$ cat src/rtl/posit_align_es3_pkg.sv
// posit_align_es3_pkg: shared widths, operand/result structs and the significand helper for the ES=3 posit adder.
// Provides package posit_defines_es3, which every posit_align_es3 file imports.
package posit_defines_es3;
    localparam int NBITS = 32;
    localparam int ES    = 3;
    localparam int FBITS = NBITS - ES - 3;
    localparam int AW    = FBITS + 4;

    typedef struct packed {
        logic              sign;
        logic signed [8:0] scale;
        logic [FBITS-1:0]  fraction;
        logic              inf;
        logic              zero;
    } value;

    typedef struct packed {
        logic              sgn_l;
        logic              sgn_s;
        logic signed [8:0] scale;
        logic [AW-1:0]     frac_l;
        logic [AW-1:0]     frac_s;
        logic              eff_sub;
        logic              inf;
        logic              zero;
    } aligned_t;

    // Ordered operand pair held between the compare and shift stages.
    typedef struct packed {
        logic              sgn_l;
        logic              sgn_s;
        logic signed [8:0] scale;
        logic [AW-1:0]     sig_l;
        logic [AW-1:0]     sig_s;
        logic [9:0]        shamt;
        logic              inf;
        logic              zero;
    } s1_t;

    // Hidden bit, stored fraction, then empty G/R/S positions.
    function automatic logic [AW-1:0] significand(value v);
        return {~v.zero, v.fraction, 3'b000};
    endfunction
endpackage

$ cat src/rtl/posit_align_es3_shift.sv
// shift_right_sticky: logical right shift that folds every shifted-out bit into the result LSB.
// Ports: a_i operand, shamt_i shift amount (any value, >= N flushes to the sticky bit), c result.
module shift_right_sticky #(
    parameter int N = 30,
    parameter int S = 10
) (
    input  logic [N-1:0] a_i,
    input  logic [S-1:0] shamt_i,
    output logic [N-1:0] c
);
    logic [N-1:0] lost;

    // Mask of the bits that fall off the bottom; all ones once shamt_i >= N.
    assign lost = a_i & ~({N{1'b1}} << shamt_i);
    assign c    = (a_i >> shamt_i) | {{(N-1){1'b0}}, |lost};
endmodule

$ cat src/rtl/posit_align_es3.sv
// posit_align_es3: 2-stage valid/ready alignment of two decoded ES=3 posit operands (order by magnitude, sticky right shift).
// Ports: clk, reset (sync, active-high); in_valid/in_ready/in1/in2 operand pair; out_valid/out_ready/out aligned pair.
module posit_align_es3
    import posit_defines_es3::*;
(
    input  logic     clk,
    input  logic     reset,
    input  logic     in_valid,
    output logic     in_ready,
    input  value     in1,
    input  value     in2,
    output logic     out_valid,
    input  logic     out_ready,
    output aligned_t out
);
    logic            s1_valid_q, s1_valid_d, s2_valid_q, s2_valid_d;
    logic            s1_adv, s2_adv;
    s1_t             s1_q, s1_d, c1;
    aligned_t        s2_q, s2_d, c2;
    logic signed [9:0] diff;
    logic [9:0]      adiff;
    logic            swap, any_inf, both_zero;
    value            l, s;
    logic [AW-1:0]   frac_s;

    always_comb begin
        diff      = {in1.scale[8], in1.scale} - {in2.scale[8], in2.scale};
        adiff     = diff[9] ? -diff : diff;
        any_inf   = in1.inf | in2.inf;
        both_zero = in1.zero & in2.zero;
        // A lone zero operand always ranks smaller; otherwise compare scale, then fraction.
        swap = (in1.zero != in2.zero) ? in1.zero
             : (diff[9] | ((diff == '0) & (in2.fraction > in1.fraction)));
        l = swap ? in2 : in1;
        s = swap ? in1 : in2;
        c1 = '0;
        c1.sgn_l = l.sign;
        c1.sgn_s = s.sign;
        c1.inf   = any_inf;
        c1.zero  = ~any_inf & both_zero;
        c1.scale = (any_inf | both_zero) ? '0 : l.scale;
        c1.sig_l = (any_inf | both_zero) ? '0 : significand(l);
        c1.sig_s = (any_inf | s.zero) ? '0 : significand(s);
        c1.shamt = (any_inf | s.zero) ? '0 : adiff;
    end

    shift_right_sticky #(.N(AW), .S(10)) u_shift (
        .a_i     (s1_q.sig_s),
        .shamt_i (s1_q.shamt),
        .c       (frac_s)
    );

    always_comb begin
        c2 = '0;
        c2.sgn_l   = s1_q.sgn_l;
        c2.sgn_s   = s1_q.sgn_s;
        c2.scale   = s1_q.scale;
        c2.frac_l  = s1_q.sig_l;
        c2.frac_s  = frac_s;
        c2.eff_sub = ~s1_q.inf & (s1_q.sgn_l ^ s1_q.sgn_s);
        c2.inf     = s1_q.inf;
        c2.zero    = s1_q.zero;
    end

    always_comb begin
        s2_adv     = ~s2_valid_q | out_ready;
        s1_adv     = ~s1_valid_q | s2_adv;
        s1_valid_d = s1_adv ? in_valid : s1_valid_q;
        s1_d       = (s1_adv & in_valid) ? c1 : s1_q;
        s2_valid_d = s2_adv ? s1_valid_q : s2_valid_q;
        s2_d       = (s2_adv & s1_valid_q) ? c2 : s2_q;
    end

    always_ff @(posedge clk) begin
        if (reset) begin
            s1_valid_q <= 1'b0;
            s2_valid_q <= 1'b0;
            s1_q       <= '0;
            s2_q       <= '0;
        end else begin
            s1_valid_q <= s1_valid_d;
            s2_valid_q <= s2_valid_d;
            s1_q       <= s1_d;
            s2_q       <= s2_d;
        end
    end

    assign in_ready  = s1_adv;
    assign out_valid = s2_valid_q;
    assign out       = s2_q;
endmodule

$ cat config.mk
export PLATFORM = sky130hd
export DESIGN_NAME = posit_align_es3
export DESIGN_NICKNAME = d
export VERILOG_FILES = /design/src/rtl/posit_align_es3_pkg.sv /design/src/rtl/posit_align_es3_shift.sv /design/src/rtl/posit_align_es3.sv
export SDC_FILE = /design/constraint.sdc
export NUM_CORES = 1
export LEC_CHECK = 0
export ABC_AREA = 1
export ABC_CLOCK_PERIOD_IN_PS = 6300
export CORE_UTILIZATION = 60
export CTS_BUF_LIST = sky130_fd_sc_hd__clkbuf_2 sky130_fd_sc_hd__clkbuf_4 sky130_fd_sc_hd__clkbuf_8
export DETAILED_ROUTE_END_ITERATION = 10
export GPL_ROUTABILITY_DRIVEN = 0
export PLACE_DENSITY = 0.88
export SETUP_SLACK_MARGIN = 0.05
export SYNTH_ARGS = -nofsm -noshare
export SYNTH_HDL_FRONTEND = slang
export SYNTH_SLANG_ARGS = --single-unit
$ cat constraint.sdc
create_clock -name clk -period 6.3 [get_ports clk]
set_input_delay 0.63 -clock clk [delete_from_list [all_inputs] [get_ports clk]]
set_output_delay 0.63 -clock clk [all_outputs]
set_load 0.005 [all_outputs]
==> results_dict.tcl <==
set metrics [dict create \
    status "complete, no violations" \
    reg2reg_slack_ns 3.17 \
    drt-initial-drc-count 1455 \
    vias 10726 \
    criticalPathCategory "in2reg" \
    grt_max_degree 76 \
    antenna_found_initial 0 \
    grt_pass1_vias 9340 \
    path_common_cell "inv_1" \
    rsz0062_at_grt "no" \
    detail-route-antenna-nets 0 \
    cts_buffers 17 \
    wirelength_um 28500 \
    synth_seq_area_share 0.318 \
    synth.area.top_cells "dfxtp_1 (32%), nand2_1 (15%), nand3_1 (13%), a21oi_1 (6.9%), inv_1 (6.6%)" \
    syn_avg_cell_area_um2 6.17 \
    num_rows 45 \
    clockBufferDepth 2 \
    cts-root-buf "clkbuf_8" \
    routedWlPerCell_um 15.5 \
    dp_cells 1808 \
    drive_above_1_share 0.0417 \
    multi_input_area_um2 5390 \
    end_kind "flop" \
    critPathMaxFanout 64 \
    ys_seq_elements 150 \
    cp_slowest_stage_delay_ns 0.58 \
    io_pins 156 \
    dieWidth_um 127 \
    reg2reg_depth 8 \
    start_util 0.619 \
    r2r_end "out[9]$_SDFFE_PP0P_" \
    core_area_um2 15300 \
    final_cell_count_no_fill 1840 \
    port_buffers 152 \
    place_ws_ns 1.80 \
    yosysWarnings 0 \
    cp.arrival_ns 4.53 \
    synthTopCellsByCount "nand2_1 (375), nand3_1 (248), inv_1 (165)" \
    worstPathCellList "clkdlybuf4s50_1 -> inv_1 -> ha_1 -> inv_1 -> fa_1 -> inv_1 -> ha_1 -> inv_1 -> a21oi_1 -> nand3_2 -> nor2_2 -> nand2_1 -> nor2_2 -> nand4_2 -> nand2_4 -> nand2_4 -> nand2_1 -> nand3_1 -> a21oi_1" \
    power.leakage_nw 4.84 \
    grt_pass1_wl_um 46200 \
    syn_inst 1530 \
    grt_util_all_layers 0.358 \
    die_area_um2 16200 \
    ir_worst_vdd_uv 145 \
    synth_area_um2 9450 \
    worstPathRequired_ns 6.70 \
    fin_ws_ns 2.16 \
    first_pass_iters 8 \
    post-route-drc-count 0 \
    cts.repair.resized 0 \
    die_h_um 127 \
    diodes 0 \
    cts.sinks 150 \
    slew_violations 0 \
    yosys.cell_count.top_type "nand2_1" \
    critPathSlowestCell "nand2_4" \
    fin_crit_sh 0.657 \
    setup_viol 0 \
    ctsHoldBuffers 0 \
    cts_max_level 4 \
    drv_cap 0 \
    relSlewSlack 0.186 \
    fin_setup_tns_ns 0 \
    synth_ff_type "dfxtp_1" \
    finalHoldViolCount 0 \
    r2r_start "s1_q[3]$_SDFFE_PP0P_" \
    startpoint "in1[28]" \
    yosysUniqueCellTypes 39 \
    start_kind "primary input" \
    cts_tree "yes" \
    clk_pin_slew_ns 0.08 \
    layout.area.seq_um2 3000 \
    synthArstFlopShare 0 \
    viasPerCell 5.83 \
    crit_path_end "s1_q[16]$_SDFFE_PP0P_" \
    timing.fmax_mhz 242 \
    fillCellCount 1297 \
    synth_edf_count 0 \
    tightest_slew_ns 1.22 \
    nNetsFinal 1735 \
    yosys.area.top_type "dfxtp_1" \
    hold_path.class "reg2reg" \
    hpwlAfterDp_um 20400 \
    synth.top_cell.area_share 0.318 \
    clk_latency_ns 0.47 \
    postCtsSetupRepairBufs 0 \
    clock_skew_ns 0.0115 \
    area_growth_syn_to_layout_pct 19.6 \
    overflow 0 \
    powerDensity_nw_per_um2 199 \
    post-route-min-period_ns 4.14 \
]
-- layer usage --
layer / track usage / vias up / share of wire
met1: 0.482 / 4850 / 0.40
met2: 0.559 / 638 / 0.45
li1: - / 5145 / -
met5: 0 / - / 0
met4: 0.144 / 0 / 0.038
met3: 0.0754 / 93 / 0.11
-- how the worst min path moves through the flow --
stage / startpoint / endpoint / slack, ns / cells past startpoint
after global routing: c2[55]$_SDFFE_PP0P_ / c2[55]$_SDFFE_PP0P_ / 0.48 / 2
after detailed placement: c2[46]$_SDFFE_PP0P_ / c2[46]$_SDFFE_PP0P_ / 0.45 / 2
after global placement: c2[0]$_SDFFE_PP0P_ / c2[0]$_SDFFE_PP0P_ / 0.45 / 2
after CTS: c2[51]$_SDFFE_PP0P_ / c2[51]$_SDFFE_PP0P_ / 0.47 / 2
after floorplan: c2[0]$_SDFFE_PP0P_ / c2[0]$_SDFFE_PP0P_ / 0.44 / 2
final: c2[55]$_SDFFE_PP0P_ / c2[55]$_SDFFE_PP0P_ / 0.47 / 2
-- state kept, by name, summed over array words and instances (netlist names) --
signal,flops
c2,40
out_valid,1
s1_q,37
s1_valid_q,1
out,71
-- power by group --
part	switching (mW)	internal (mW)
clock	0.420	0.370
combinational	0.281	0.180
sequential	0.0215	0.979
-- final cells by class --
cell class	count	share of cell area
multi-input cells	1118	0.477
flip-flops and latches	150	0.266
repair buffers	160	0.140
inverters	169	0.0562
well taps	211	0.0234
clock buffers	17	0.0207
clock inverters	15	0.0167
-- cell usage in the layout, fill, tap and decap left out, types with 9 or more instances in the layout --
cell	count
inv_1	165
ha_1	38
nor2_1	147
or2_2	11
o21ai_0	98
clkdlybuf4s50_1	151
a21oi_1	130
nand2_1	372
clkbuf_8	17
o211ai_1	10
nand3_1	248
buf_4	9
dfxtp_1	150
nor3_1	10
-- cell families (layout without fill, tap and decap cells) --
| family | count (synthesis) | count (layout) | share of synthesized area |
|---|---|---|---|
| compound gates | 258 | 258 | 0.144 |
| xor+xnor | 1 | 1 | 0.000927 |
| fa+ha+maj | 39 | 39 | 0.0525 |
| buf+inv | 264 | 361 | 0.113 |
| flops | 150 | 150 | 0.318 |
| other cells | 1 | 3 | 0.000397 |
| simple gates | 817 | 817 | 0.371 |
-- worst max-delay path: cells and delay by family --
family | cells | cell delay [ns]
AND/OR/NAND/NOR | 9 | 1.97
adder cells (fa/ha/maj) | 3 | 0.78
buffers and inverters | 5 | 0.74
AO/OA/AOI/OAI | 2 | 0.35
-- through the flow --
| stage | instance area (um2) | power [mW] | hold WS, ns | util |
|---|---|---|---|---|
| floorplan | 9450 | 1.31 | 0.442 | - |
| global placement | 10900 | 1.46 | 0.451 | 0.713 |
| detailed placement | 10900 | 1.47 | 0.454 | 0.713 |
| CTS | 11300 | 2.24 | 0.467 | 0.740 |
| global route | 11300 | 2.35 | 0.481 | 0.740 |
| finish | 11300 | 2.25 | 0.465 | 0.740 |
No activity file was read; power rests on OpenSTA's default activity.
